## config.mk

```make
export PLATFORM = sky130hd
export DESIGN_NAME = mandel_frame_sequencer
export DESIGN_NICKNAME = d
export VERILOG_FILES = /design/src/rtl/mandel_frame_sequencer.sv
export SDC_FILE = /design/constraint.sdc
export NUM_CORES = 1
export LEC_CHECK = 0
export BUFFER_PORTS_ARGS = -buffer_cell sky130_fd_sc_hd__buf_2
export CAP_MARGIN = 20
export CORE_MARGIN = 2
export CORE_UTILIZATION = 49
export CTS_BUF_LIST = sky130_fd_sc_hd__clkbuf_2 sky130_fd_sc_hd__clkbuf_4 sky130_fd_sc_hd__clkbuf_8
export DETAILED_ROUTE_END_ITERATION = 10
export GPL_ROUTABILITY_DRIVEN = 0
export PLACE_DENSITY = 0.83
export SYNTH_ARGS = -nofsm -noshare
export SYNTH_HDL_FRONTEND = slang
export SYNTH_SLANG_ARGS = --single-unit
```

## constraint.sdc

```tcl
create_clock -name clk -period 3.3 [get_ports clk]
set_input_delay 0.33 -clock clk [delete_from_list [all_inputs] [get_ports clk]]
set_output_delay 0.33 -clock clk [all_outputs]
set_load 0.02 [all_outputs]
```

## src/rtl/mandel_frame_sequencer.sv

```systemverilog
// Frame sequencer: shadows view parameters at frame start, then walks the pixel grid in raster
// order toward the iteration engine over valid/ready, with first/last markers and frame accounting.
module mandel_frame_sequencer #(
    parameter int X_SIZE = 1280,
    parameter int Y_SIZE = 720,
    parameter int XW     = 11,
    parameter int YW     = 10
) (
    input  logic          clk,
    input  logic          reset,
    input  logic          cfg_enable,
    input  logic          cfg_start,
    input  logic [31:0]   cfg_iter_max,
    input  logic [31:0]   cfg_zoom,
    input  logic [31:0]   cfg_x_offset,
    input  logic [31:0]   cfg_y_offset,
    output logic [XW-1:0] px_x,
    output logic [YW-1:0] px_y,
    output logic [31:0]   px_iter_max,
    output logic [31:0]   px_zoom,
    output logic [31:0]   px_x_offset,
    output logic [31:0]   px_y_offset,
    output logic          px_first,
    output logic          px_last_x,
    output logic          px_last_y,
    output logic          px_valid,
    input  logic          px_ready,
    output logic          busy,
    output logic          frame_done,
    output logic [15:0]   frame_count
);

    typedef enum logic [1:0] {
        ST_IDLE = 2'd0,
        ST_LOAD = 2'd1,
        ST_RUN  = 2'd2,
        ST_DONE = 2'd3
    } state_t;

    localparam logic [XW-1:0] X_LAST = XW'(X_SIZE - 1);
    localparam logic [YW-1:0] Y_LAST = YW'(Y_SIZE - 1);

    state_t        state_q, state_d;
    logic [XW-1:0] x_q, x_d;
    logic [YW-1:0] y_q, y_d;
    logic [31:0]   iter_max_q, iter_max_d;
    logic [31:0]   zoom_q, zoom_d;
    logic [31:0]   x_offset_q, x_offset_d;
    logic [31:0]   y_offset_q, y_offset_d;
    logic          frame_done_q, frame_done_d;
    logic          busy_q, busy_d;
    logic [15:0]   frame_count_q, frame_count_d;

    logic          in_run;

    assign in_run = (state_q == ST_RUN);

    always_comb begin
        state_d       = state_q;
        x_d           = x_q;
        y_d           = y_q;
        iter_max_d    = iter_max_q;
        zoom_d        = zoom_q;
        x_offset_d    = x_offset_q;
        y_offset_d    = y_offset_q;
        frame_done_d  = 1'b0;
        frame_count_d = frame_count_q;

        case (state_q)
            ST_IDLE: begin
                if (cfg_start || cfg_enable) begin
                    state_d = ST_LOAD;
                end
            end
            ST_LOAD: begin
                iter_max_d = cfg_iter_max;
                zoom_d     = cfg_zoom;
                x_offset_d = cfg_x_offset;
                y_offset_d = cfg_y_offset;
                x_d        = '0;
                y_d        = '0;
                state_d    = ST_RUN;
            end
            ST_RUN: begin
                if (px_ready) begin
                    if (x_q < X_LAST) begin
                        x_d = x_q + 1'b1;
                    end else begin
                        x_d = '0;
                        if (y_q < Y_LAST) begin
                            y_d = y_q + 1'b1;
                        end else begin
                            // Pulse is registered here so it lines up with the DONE cycle.
                            state_d      = ST_DONE;
                            frame_done_d = 1'b1;
                        end
                    end
                end
            end
            ST_DONE: begin
                frame_count_d = frame_count_q + 16'd1;
                state_d       = cfg_enable ? ST_LOAD : ST_IDLE;
            end
            default: begin
                state_d = ST_IDLE;
            end
        endcase

        busy_d = (state_d != ST_IDLE);
    end

    always_ff @(posedge clk) begin
        if (reset) begin
            state_q       <= ST_IDLE;
            x_q           <= '0;
            y_q           <= '0;
            iter_max_q    <= '0;
            zoom_q        <= '0;
            x_offset_q    <= '0;
            y_offset_q    <= '0;
            frame_done_q  <= 1'b0;
            busy_q        <= 1'b0;
            frame_count_q <= '0;
        end else begin
            state_q       <= state_d;
            x_q           <= x_d;
            y_q           <= y_d;
            iter_max_q    <= iter_max_d;
            zoom_q        <= zoom_d;
            x_offset_q    <= x_offset_d;
            y_offset_q    <= y_offset_d;
            frame_done_q  <= frame_done_d;
            busy_q        <= busy_d;
            frame_count_q <= frame_count_d;
        end
    end

    // Markers decode registered state only, so px_ready never reaches an output combinationally.
    assign px_valid    = in_run;
    assign px_first    = in_run && (x_q == '0) && (y_q == '0);
    assign px_last_x   = in_run && (x_q == X_LAST);
    assign px_last_y   = in_run && (y_q == Y_LAST);
    assign px_x        = x_q;
    assign px_y        = y_q;
    assign px_iter_max = iter_max_q;
    assign px_zoom     = zoom_q;
    assign px_x_offset = x_offset_q;
    assign px_y_offset = y_offset_q;
    assign busy        = busy_q;
    assign frame_done  = frame_done_q;
    assign frame_count = frame_count_q;

endmodule

```

# Word level (Yosys, flattened, before mapping)
# Index checks and enable logic that the tools add are counted.
totals:
  reg_bits: 169
  output_inout_bits: 171
op_classes:
  mux: 14
  bitwise: 2
  order_cmp: 2
  add_sub_neg: 3
  reduce_logical: 13
  n_eq_ne: 8
ops:
  columns: ["op", "n"]
  rows:
  - ["10-bit 2-to-1 mux", 3]
  - ["11-bit 2-to-1 mux", 2]
  - ["11-bit one-hot mux with 2 select lines", 1]
  - ["10-bit one-hot mux with 2 select lines", 1]
  - ["16-bit by 1-bit adder with 16-bit output (second input constant)", 1]
  - ["11-bit by 1-bit adder with 11-bit output (second input constant)", 1]
  - ["11-bit == test (second input constant)", 1]
  - ["11-bit zero test", 1]
  - ["11-bit < comparator (second input constant)", 1]
  - ["10-bit by 1-bit adder with 10-bit output (second input constant)", 1]
  - ["10-bit == test (second input constant)", 1]
  - ["10-bit zero test", 1]
  - ["10-bit < comparator (second input constant)", 1]
  - ["2-bit 2-to-1 mux", 4]
  - ["2-bit one-hot mux with 4 select lines", 1]
  - ["2-bit == test (second input constant)", 2]
  - ["1-bit logical AND", 4]
  - ["2-bit != test (second input constant)", 2]
  - ["4-bit AND reduction", 1]
  - ["2-bit nonzero test", 2]
  - ["4-bit OR reduction", 1]
  - ["2-bit by 1-bit == test with 1-bit output (second input constant)", 1]
  - ["2-bit zero test", 1]
  - ["1-bit 2-to-1 mux", 2]
  - ["other kinds (4)", 5]

# Depth between registers and ports, before layout
logic_depth:
  depth_word: 6
  mapped_depth: 8

# Least setup slack after synthesis
# Ideal clock, no wire load.
synth_path:
  path_type: "register to output"
  from: "register state_q[0]"
  to: "output port px_last_x"
  required_ns: 2.970
  n_path_buf: 1
  setup_slack_ns: 0.956
  path_stages_with_launch: 7
  arrival_time_ns: 2.014
  cell_sequence: "dfxtp_1 inv_1 ha_1 buf_2 inv_1 or3_1 nor4b_1"
synth_via:
  elab_chain_len: 2
synth_lines:
  columns: ["item", "line_no", "text"]
  rows:
  - ["start: declaration", "43", "state_t state_q, state_d;"]
  - ["start signal: assignment", "125", "state_q <= state_d;"]
  - ["2-bit == test", "56", "assign in_run = (state_q == ST_RUN);"]
  - ["via px_valid", "26", "output logic px_valid,"]
  - ["1-bit logical AND", "141", "assign px_last_x = in_run && (x_q == X_LAST);"]
  - ["end: declaration", "24", "output logic px_last_x,"]
# The timed path passes the listed nets, and every way through them passes these cells.

# Final worst setup path
layout_path:
  from: "register state_q[0]"
  to: "output port px_last_x"
layout_via:
  elab_chain_len: 2
layout_lines:
  columns: ["item", "line_no"]
  rows:
  - ["2-bit == test", "56"]
  - ["1-bit logical AND", "141"]
# No other way between the ends.

==> reports/metrics.cfg <==
[yosys]
syn_area_um2=6680
async_flop_share_pct=0
netlist_instances=660
synth_mux_area_share_pct=20.9
ys_types=52
netlist.area_leader.share_pct=50.7
yosysTopAreaCell=dfxtp_1
ys.flop_type=dfxtp_1
ys_warn_count=0
synthMostInstantiatedCell=dfxtp_1
avgSynthCellArea_um2=10.1
synth_common_cells=dfxtp_1, nor2_1, mux2i_1
synth_compound_area_share_pct=3.64
ys_ff_latch=169
synth_top_family_by_area=multiplexers
synth_edf_count=0
synth_seq_area_share_pct=50.7
yosys.area_share.adder_pct=1.69
synthTopCellsByArea=dfxtp_1, mux2i_1, nor2_1, ha_1, xor2_1
syn_nets=802
synth_simple_gate_area_share_pct=17.7
synth_xor_area_share_pct=2.23

[sta]
tns_ns=0
fmax_mhz=374
finalCritPeriodShare_pct=81.0
fin_crit_ns=2.67
rsz0062_at_grt=false
finalSetupViolCount=0
relSlewSlack_pct=41.6
hold_violations=0
fin_skew_ns=0.00873
slew_viol_final=0
worst_pin_slew_ns=0.877

[layout]
final_layout_size_suffix_gt1_share_pct=37.7
final_area_um2=8750
area_growth_pct=31.1
nFillCells=1058
antenna_cells=0
nets=1092
stdcell_count=1139

[setup_path]
critPathSlowestCell=ha_1
path_buf_inv=3
critPathArrivalTime_ns=2.34
critPathMostFrequentCell=inv_1
path_cells=inv_1 -> ha_1 -> inv_1 -> or3_1 -> nor4b_1 -> buf_2
worstSetupStartpointType=flip-flop
required_ns=2.97
path_max_fanout=10
end_kind=primary output
cp_slowest_stage_delay_ns=0.39
critPathKind=reg2out
crit_family=simple AND/OR/NAND/NOR gates

[clocking]
clk_path_buf_depth=2
postCtsSetupBuffers=0
clk_latency_ns=0.45
numClockSinks=169
post_cts_resized=0
cts_tree=built
cts_buffers=17
cts.clk_slew.worst_paths_ns=0.09
cts_hold_buf=0
cts.htree.levels=4
root_buffer=clkbuf_8

[place]
portBuffers=303
placed_area_um2=8310
dp_hpwl_mm=12.2
dpl.cell_count=1107

[drt]
drtIter0Drc=323
wl_per_cell_um=14.8
drt_pass1_iterations=6
route.detailed.drc=0
drtAntennaViolNets=0
vias_per_cell=5.04
wirelength_mm=16.8
vias=5736

[global_routing]
grt_pass1_wl_mm=26.2
globalRouteTotalUtil_pct=22.6
first_global_vias=5472
grt_overflow=0
antenna_found_initial=0
grt_max_degree=76

[power]
ir_worst_vdd_mv=0.396
power.density_nw_per_um2=552
power.total_uw=4830
p_leak_uw=0.00422

[floorplanning]
die_w_um=121
die_h_um=121
die-area_um2=14600
core_area_um2=13300
io_pins=304
start_util_pct=50.2
placementRows=42

[outcome]
run_status=complete, no violations

[job]
cap_violations=0

[min_path]
hp-class=in2reg

-- per-stage QoR --
stage / hold WS, ns / setup slack [ns] / util [%]
after floorplan: 0.477 / 0.956 / -
after global placement: 0.467 / 1.18 / 62.5
after detailed placement: 0.475 / 1.09 / 62.5
after CTS: 0.0717 / 0.620 / 65.8
after global routing: 0.0829 / 0.466 / 65.8
final: 0.107 / 0.628 / 65.8
-- path summary, 6_finish.rpt --
path,startpoint,endpoint,slack [ns],cells after the start
setup / recovery,state_q[0]$_SDFF_PP0_,px_last_x,0.63,6
hold / removal,cfg_y_offset[8],px_y_offset[8]$_SDFFE_PP0P_,0.11,3
hold reg to reg,px_y_offset[16]$_SDFFE_PP0P_,px_y_offset[16]$_SDFFE_PP0P_,0.49,2
setup reg to reg,state_q[0]$_SDFF_PP0_,px_y[4]$_SDFFE_PP0P_,1.04,5
-- logic make-up after synthesis --
logic type	after synthesis
multiplexers	139
AND/OR/NAND/NOR	246
XOR/XNOR	17
adder cells (fa/ha/maj)	9
buffers and inverters	49
AO/OA/AOI/OAI	31
flip-flops	169
-- metal layers --
metal / track usage [%] / vias up / part of all wire (%) / routed length [um]
li1: - / 2828 / - / -
met1: 27.4 / 2646 / 42 / 7060
met2: 37.4 / 223 / 48 / 8070
met3: 6.04 / 39 / 6.8 / 1150
met4: 10.5 / 0 / 3.1 / 518
met5: 0 / - / 0 / 0
-- state kept, by name (all words and copies together) (netlist names) --
signal       flops
px_iter_max     32
px_x_offset     32
px_y_offset     32
px_zoom         32
frame_count     16
px_x            11
px_y            10
state_q          2
busy             1
frame_done       1
-- where the power goes --
group | switching [uW] | leakage (uW) | internal, uW
Combinational | 583 | 0.00263 | 406
Sequential | 79.7 | 0.00138 | 2200
Clock | 728 | 0.000213 | 839
Total | 1390 | 0.00422 | 3440
-- worst register-to-register path: stages (launching register included) --
cell and delay, ns:
dfxtp_1 0.36, inv_1 0.13, ha_1 0.39, nand3_1 0.52, or4_1 0.64, a21boi_1 0.15
-- final cells by class --
type,count,area (um^2),share of cell area [%]
Timing Repair Buffer,308,1570,17.9
Multi-Input combinational cell,442,3090,35.4
Clock buffer,23,298,3.40
Sequential cell,169,3380,38.7
Clock inverter,9,139,1.59
Inverter,12,45.0,0.515
Tap cell,176,220,2.52
-- layout by cell type, fill, tap and decap left out, types with 2 or more instances in the layout --
| cell type | n |
|---|---|
| inv_1 | 12 |
| a31o_2 | 2 |
| nand4_1 | 7 |
| nor3_2 | 2 |
| a21oi_1 | 9 |
| clkinvlp_4 | 3 |
| buf_4 | 5 |
| mux2i_1 | 136 |
| clkbuf_8 | 20 |
| mux2_2 | 3 |
| clkinv_4 | 2 |
| o21ai_0 | 5 |
| nor2b_1 | 4 |
| and2_1 | 3 |
| buf_2 | 302 |
| nor4_2 | 4 |
| ha_1 | 8 |
| nor2_1 | 158 |
| nor4_1 | 4 |
| bufinv_16 | 3 |
| clkbuf_4 | 3 |
| and4_1 | 3 |
| or3_1 | 9 |
| o31a_1 | 2 |
| and3_1 | 3 |
| nand3_1 | 12 |
| nand2_1 | 19 |
| nor3_1 | 6 |
| o21a_1 | 2 |
| xnor2_1 | 7 |
| dfxtp_1 | 169 |
| xor2_1 | 10 |
Power figures use the tool's default switching activity.
